==> src/rtl/memory_mc.sv <==
// Multi-channel shared memory: round-robin arbitration, byte-strobed writes,
// RD_LAT-cycle read responses and out-of-range error pulses per channel.
module memory_mc #(
  parameter int unsigned WIDTH      = 32,
  parameter int unsigned DEPTH      = 64,
  parameter int unsigned ADDR_WIDTH = 6,
  parameter int unsigned NUM_CH     = 2,
  parameter int unsigned RD_LAT     = 1
) (
  input  logic                         clk,
  input  logic                         res,
  input  logic [NUM_CH-1:0]            ch_valid,
  output logic [NUM_CH-1:0]            ch_ready,
  input  logic [NUM_CH-1:0]            ch_wr_rd,
  input  logic [NUM_CH*ADDR_WIDTH-1:0] ch_addr,
  input  logic [NUM_CH*WIDTH-1:0]      ch_wdata,
  input  logic [NUM_CH*WIDTH/8-1:0]    ch_wstrb,
  output logic [NUM_CH*WIDTH-1:0]      ch_rdata,
  output logic [NUM_CH-1:0]            ch_rvalid,
  output logic [NUM_CH-1:0]            ch_err
);

  localparam int unsigned NumBytes = WIDTH / 8;
  localparam int unsigned ChW      = (NUM_CH > 1) ? $clog2(NUM_CH) : 1;
  localparam int unsigned IdxW     = (DEPTH > 1) ? $clog2(DEPTH) : 1;

  logic [ChW-1:0] ptr_q, ptr_d;
  logic [ChW-1:0] gnt_idx;
  logic           acc;

  // Search from the pointer upward with wrap; gating with res keeps ready low in reset.
  always_comb begin
    acc     = 1'b0;
    gnt_idx = '0;
    for (int unsigned k = 0; k < NUM_CH; k++) begin
      if (!acc && ch_valid[ChW'((32'(ptr_q) + k) % NUM_CH)]) begin
        acc     = 1'b1;
        gnt_idx = ChW'((32'(ptr_q) + k) % NUM_CH);
      end
    end
    acc = acc & res;
  end

  always_comb begin
    ch_ready = '0;
    for (int unsigned i = 0; i < NUM_CH; i++) begin
      ch_ready[i] = acc && (gnt_idx == ChW'(i));
    end
  end

  always_comb begin
    ptr_d = ptr_q;
    if (acc) begin
      ptr_d = (gnt_idx == ChW'(NUM_CH - 1)) ? '0 : gnt_idx + ChW'(1);
    end
  end

  logic [ADDR_WIDTH-1:0] sel_addr;
  logic [WIDTH-1:0]      sel_wdata;
  logic [NumBytes-1:0]   sel_wstrb;
  logic                  sel_wr;
  logic                  in_range;
  logic [IdxW-1:0]       mem_idx;

  assign sel_addr  = ch_addr[32'(gnt_idx)*ADDR_WIDTH +: ADDR_WIDTH];
  assign sel_wdata = ch_wdata[32'(gnt_idx)*WIDTH +: WIDTH];
  assign sel_wstrb = ch_wstrb[32'(gnt_idx)*NumBytes +: NumBytes];
  assign sel_wr    = ch_wr_rd[gnt_idx];
  assign in_range  = 32'(sel_addr) < DEPTH;
  assign mem_idx   = sel_addr[IdxW-1:0];

  // Storage is intentionally not reset.
  logic [WIDTH-1:0] mem_q [DEPTH];

  always_ff @(posedge clk) begin
    if (acc && sel_wr && in_range) begin
      for (int unsigned b = 0; b < NumBytes; b++) begin
        if (sel_wstrb[b]) begin
          mem_q[mem_idx][8*b +: 8] <= sel_wdata[8*b +: 8];
        end
      end
    end
  end

  logic             n_vld, n_err;
  logic [WIDTH-1:0] n_data;

  assign n_vld  = acc & ~sel_wr;
  assign n_err  = ~in_range;
  assign n_data = (n_vld && in_range) ? mem_q[mem_idx] : '0;

  // Response entering the per-channel output registers.
  logic             l_vld, l_err;
  logic [ChW-1:0]   l_ch;
  logic [WIDTH-1:0] l_data;

  if (RD_LAT > 1) begin : g_stage
    logic             s_vld_q, s_vld_d, s_err_q, s_err_d;
    logic [ChW-1:0]   s_ch_q, s_ch_d;
    logic [WIDTH-1:0] s_data_q, s_data_d;

    always_comb begin
      s_vld_d  = n_vld;
      s_err_d  = n_err;
      s_ch_d   = gnt_idx;
      s_data_d = n_data;
    end

    always_ff @(posedge clk or negedge res) begin
      if (!res) begin
        s_vld_q  <= 1'b0;
        s_err_q  <= 1'b0;
        s_ch_q   <= '0;
        s_data_q <= '0;
      end else begin
        s_vld_q  <= s_vld_d;
        s_err_q  <= s_err_d;
        s_ch_q   <= s_ch_d;
        s_data_q <= s_data_d;
      end
    end

    assign l_vld  = s_vld_q;
    assign l_err  = s_err_q;
    assign l_ch   = s_ch_q;
    assign l_data = s_data_q;
  end else begin : g_no_stage
    assign l_vld  = n_vld;
    assign l_err  = n_err;
    assign l_ch   = gnt_idx;
    assign l_data = n_data;
  end

  logic [NUM_CH-1:0]       rvalid_q, rvalid_d, err_q, err_d;
  logic [NUM_CH*WIDTH-1:0] rdata_q, rdata_d;

  always_comb begin
    rvalid_d = '0;
    err_d    = '0;
    rdata_d  = rdata_q;
    for (int unsigned i = 0; i < NUM_CH; i++) begin
      if (l_vld && (l_ch == ChW'(i))) begin
        rvalid_d[i]                = 1'b1;
        err_d[i]                   = l_err;
        rdata_d[i*WIDTH +: WIDTH]  = l_data;
      end
    end
    // Out-of-range writes report after one cycle regardless of RD_LAT.
    if (acc && sel_wr && !in_range) begin
      err_d[gnt_idx] = 1'b1;
    end
  end

  always_ff @(posedge clk or negedge res) begin
    if (!res) begin
      ptr_q    <= '0;
      rvalid_q <= '0;
      err_q    <= '0;
      rdata_q  <= '0;
    end else begin
      ptr_q    <= ptr_d;
      rvalid_q <= rvalid_d;
      err_q    <= err_d;
      rdata_q  <= rdata_d;
    end
  end

  assign ch_rvalid = rvalid_q;
  assign ch_err    = err_q;
  assign ch_rdata  = rdata_q;

endmodule

==> config.mk <==
export PLATFORM = sky130hd
export DESIGN_NAME = memory_mc
export DESIGN_NICKNAME = d
export VERILOG_FILES = /design/src/rtl/memory_mc.sv
export SDC_FILE = /design/constraint.sdc
export NUM_CORES = 2
export LEC_CHECK = 0
export ABC_AREA = 0
export CELL_PAD_IN_SITES_DETAIL_PLACEMENT = 0
export CELL_PAD_IN_SITES_GLOBAL_PLACEMENT = 1
export CORE_AREA = 2 2 361 399
export CTS_CLUSTER_SIZE = 30
export DETAILED_ROUTE_END_ITERATION = 16
export DIE_AREA = 0 0 363 401
export PLACE_DENSITY = 0.81
export SLEW_MARGIN = 40
export SYNTH_ARGS = -nofsm -noshare
export SYNTH_HDL_FRONTEND = slang
export SYNTH_SLANG_ARGS = --single-unit
==> constraint.sdc <==
create_clock -name clk -period 6.45 [get_ports clk]
set_input_delay 1.29 -clock clk [delete_from_list [all_inputs] [get_ports clk]]
set_output_delay 1.29 -clock clk [all_outputs]
set_load 0.005 [all_outputs]
Word level (Yosys, flattened, before mapping)
Memories as Yosys holds them, arrays and structs flattened. Index checks and enable logic that the tools add are counted. Widths: inputs -> output; s select.

Bits in registers: 67. RAM bits: 2048. Input port bits: 90. Output and inout port bits: 70. Logic and storage cells: 51. Memories kept: 1.

Memory list: mem_q (words 64, bits a word 32, read ports 1, clocked after Yosys merged registers in 0, wr ports 1, line 73) `logic [WIDTH-1:0] mem_q [DEPTH];`.

Add/subtract/negate cells: 2. Multipliers: 1. Magnitude comparators: 3. Shift-type cells: 3. Mux-type cells: 26. Bitwise operators: 4. Reductions and logical operators: 7.

Operators by type and width (number): $shiftx 64x7->32 (1); $mux 32 (1); $mux 1 (25); $shiftx 12x5->6 (1); $shiftx 8x4->4 (1); $logic_and 1x1->1 (6); $lt 1x2->1 const B (3); $mul 1x2->3 const B (1); $add 1x1->1 const B (2); $and 1x1->1 (2); $not 1->1 (2); $logic_not 1->1 (1).

Longest topological paths before layout
Depth after elaboration: 12. Gate-level depth with buffers: 15. Depth with buffers taken out: 8.

Worst setup path before layout
Ideal clock, no wire load.

Kind: input to register. Start point: input port ch_valid[1]. End point: memory mem_q[34][0] (enable). Library setup time: 0.370 ns. Data arrival time: 3.568 ns. Data required time: 6.080 ns. Path slack: 2.512 ns. Cell stages on the path: 10. Path buffers: 4. Cell sequence: buf_4 inv_2 or4_1 o31ai_1 and2_1 clkbuf_1 clkbuf_1 buf_1 nand2_1 nor2_1.

Word-level cells in the longest chain between the ends: 11. Elaborated cells between the ends (all ways): 20. Classes of those cells: 1 x mul; 2 x shift; 13 x mux; 1 x bitwise; 3 x reduce/logical.

RTL lines: start: declaration (line 12) `input logic [NUM_CH-1:0] ch_valid,`; parallel branches: the longest is 11 deep, another holds $mul 1x2->3; end: declaration (line 73).

Several ways; the timed one is not identified. The select of a mux whose other input is x is not followed.

Worst setup path after layout
Start point: input port ch_valid[0]. End point: register rdata_q[16] (netlist: ch_rdata[16]).

Word-level cells in the longest chain between the ends: 11. Elaborated cells between the ends (all ways): 21. Classes of those cells: 1 x mul; 1 x shift; 11 x mux; 4 x bitwise; 3 x reduce/logical; 1 x memory.

RTL lines: parallel branches: the longest is 11 deep, another holds $mem_v2 64x32; end signal: assignment (line 164) `rdata_q <= rdata_d;`; end: declaration (line 135) `logic [NUM_CH*WIDTH-1:0] rdata_q, rdata_d;`.

Several ways; the timed one is not identified. The select of a mux whose other input is x is not followed. A chain may end at the register's enable or synchronous reset.

==> results_dict.tcl <==
set metrics [dict create \
    grt_max_degree 65 \
    synth_top_family_by_area "compound AO/OA/AOI/OAI gates" \
    hp-class "primary input to async pin" \
    critical_path.endpoint_type "register" \
    root_buffer "clkbuf_16" \
    register_area_mm2 0.06318 \
    crit_buf_inv 5 \
    dr.pass1.iters 8 \
    syn_area_per_cell_um2 15.54 \
    critPathArrivalTime_ps 6460 \
    clk_pin_slew_ps 60 \
    tightest_slew_ps 949.9 \
    clkLatencyLatePin_ps 860 \
    status "completed" \
    post-route-min-period_ps 5681 \
    synth_compound_area_share_pct 12.56 \
    die-area_mm2 0.1456 \
    synth.cell_area_mm2 0.08031 \
    grt_overflow 0 \
    busiest_layer "met2" \
    path_common_cell "buf_4" \
    grt_pass1_wl_mm 426.3 \
    ys_async_sr_fraction_pct 3.168 \
    r2r-start "ptr_q" \
    crit_type "primary input to register" \
    ant_nets 0 \
    critPathMaxStageDelay_ps 760 \
    cts_setup_buffers 0 \
    grt_util_met2_pct 59.94 \
    die_w_um 363 \
    powerDensity_mw_per_mm2 319.6 \
    multi_input_area_mm2 0.01577 \
    dp_hpwl_mm 210.1 \
    setup-tns-final_ps 0 \
    fmax_mhz 176.0 \
    core_region_area_mm2 0.1413 \
    synth_top_cell_by_area "edfxtp_1" \
    clock-sinks 2115 \
    die_h_um 401 \
    vias 57570 \
    clock_skew_ps 37.42 \
    period_share_pct 88.07 \
    synth_enable_flop_cells 2048 \
    drt_first_iter_violations 11390 \
    drv_slew 0 \
    place.gp.congestion 1.062 \
    yosysWarnings 0 \
    max-cap-violations 0 \
    grt_usage_pct 42.94 \
    clockBufferDepth 3 \
    ff2ff_path_depth 12 \
    rsz0062_at_grt "false" \
    drive_gt1_share_pct 17.24 \
    synth-seq-area-share_pct 78.67 \
    yosys-top-cells-area "edfxtp_1, o22ai_1, a21oi_1, nand2_1, dfrtp_1" \
    yosys.area_share.simple_pct 6.100 \
    h-tree-depth 4 \
    grt_pass1_vias 53570 \
    path_max_fanout 19 \
    holdBufCountCts 0 \
    io_buffers 157 \
    row_count 145 \
    fin_nets 5876 \
    setup_viol 0 \
    cts_tree "built" \
    grt_util_met1_pct 55.81 \
    numCtsBuffers 195 \
    ys_ff_latch 2115 \
    yosysTopAreaCellShare_pct 76.58 \
    areaGrowthSynthToFinish_pct 17.78 \
    regToRegEndpoint "ch_rdata[16]" \
    post-synth-top-count-cell "edfxtp_1" \
    synth_top_flop_cell "edfxtp_1" \
    final_hold_viol_count 0 \
    slowest_stage "clkdlybuf4s50_1" \
    ir_drop_mv 0.2819 \
    wirelength_mm 314.5 \
    fill_cells 9647 \
    post_drt_wl_per_cell_um 40.30 \
    ys_top_cells_by_count "edfxtp_1, o22ai_1, nand2_1" \
    initial_utilization_pct 56.82 \
    ios 160 \
    yosysUniqueCellTypes 74 \
    netlist_instances 5169 \
    maxSlewHeadroom_pct 36.52 \
    drc_errors 0 \
    antenna_found_initial 24 \
    leakage_uw 0.03132 \
    worstPathRequired_ps 7230 \
    synthAdderAreaFrac_pct 0 \
    final_util_pct 66.93 \
    synth.area.mux_share_pct 0.4986 \
    vias_per_cell 7.377 \
    path_cells "clkdlybuf4s50_1, nand2b_2, buf_4, nand3_1, buf_4, and2_2, buf_4, nor2_1, buf_4, a221oi_1, o21ai_0, or4b_1, o21ai_1" \
    path_delay_family "buffers and inverters" \
    synth-xor-area-share_pct 0 \
    use_met3_pct 16.82 \
    worstSetupStartpointType "primary input" \
    reg2reg_slack_ps 1470 \
    cts_resized 0 \
]
==> cell usage in the layout (no fill, tap or decap), drive strengths merged, types with 14 or more instances in the layout <==
master and instances:
or4 77, a21oi 354, buf 637, o221ai 64, mux2i 31, a31oi 37
bufinv 17, edfxtp 2048, o22a 24, o21ai 106, nor2 323, a221oi 14
nor4 19, o41ai 40, o31ai 51, diode 14, nand2 449, dfrtp 67
nor3 38, o211ai 14, clkinv 87, and2 33, and3 33, o22ai 640
nand3 54, nand4 16, a22oi 26, clkbuf 250, clkdlybuf4s50 155, a211oi 49
a32oi 23, a2111oi 20, inv 16
==> stage by stage <==
step,setup slack (ps),instance area [µm²],total power [µW],hold WS [ps],cells
4_1_cts,1197,94450,29970,487.1,7788
2_1_floorplan,2512,80310,17070,467.3,5170
5_1_grt,910.8,94560,30700,432.5,7792
3_3_place_gp,368.9,87990,18780,465.2,7418
6_report,769.3,94590,30230,421.4,7804
3_5_place_dp,331.9,88180,18850,473.1,7424
==> final cells by class <==
type,instances,share of cell area [%]
Sequential cell,2115,66.79
Inverter,8,0.03175
Antenna cell,14,0.03704
Timing Repair Buffer,792,7.416
Clock inverter,114,1.194
Multi-Input combinational cell,2674,16.67
Tap cell,1837,2.430
Clock buffer,250,5.431
==> how the worst max path moves through the flow <==
stage / from / end / slack, ps / cells after the start
floorplan: ch_valid[1] / mem_q[34][0] / 2510 / 10
global placement: ch_valid[0] / ch_rdata[49] / 370 / 10
detailed placement: ch_valid[0] / ch_rdata[16] / 330 / 13
CTS: ch_valid[0] / ch_rdata[16] / 1200 / 13
global route: ch_valid[0] / ch_rdata[48] / 910 / 13
finish: ch_valid[0] / ch_rdata[16] / 770 / 13
==> cells by family (layout without fill, tap and decap cells) <==
| logic type | count (synthesis) | in the layout |
|---|---|---|
| buffers and inverters | 381 | 1164 |
| other | 1 | 16 |
| AO/OA/AOI/OAI | 1554 | 1554 |
| flip-flops | 2115 | 2115 |
| multiplexers | 39 | 39 |
| AND/OR/NAND/NOR | 1079 | 1079 |
==> state kept, by name, indices dropped and copies added (netlist names) <==
name	count
ch_rdata	64
mem_q	2048
ptr_q	1
ch_rvalid	2
==> report_power, final <==
| part | total, µW | switching (µW) | internal (µW) |
|---|---|---|---|
| clock | 11500 | 5130 | 6340 |
| combinational | 3180 | 2280 | 899 |
| sequential | 15600 | 160 | 15400 |
==> metal layers <==
| layer | vias to the layer above | share of wire (%) |
|---|---|---|
| met3 | 1382 | 18 |
| met4 | 29 | 8.7 |
| met1 | 28090 | 32 |
| met5 | - | 0.13 |
| li1 | 22060 | - |
| met2 | 6008 | 41 |
No activity file was read; power rests on OpenSTA's default activity.
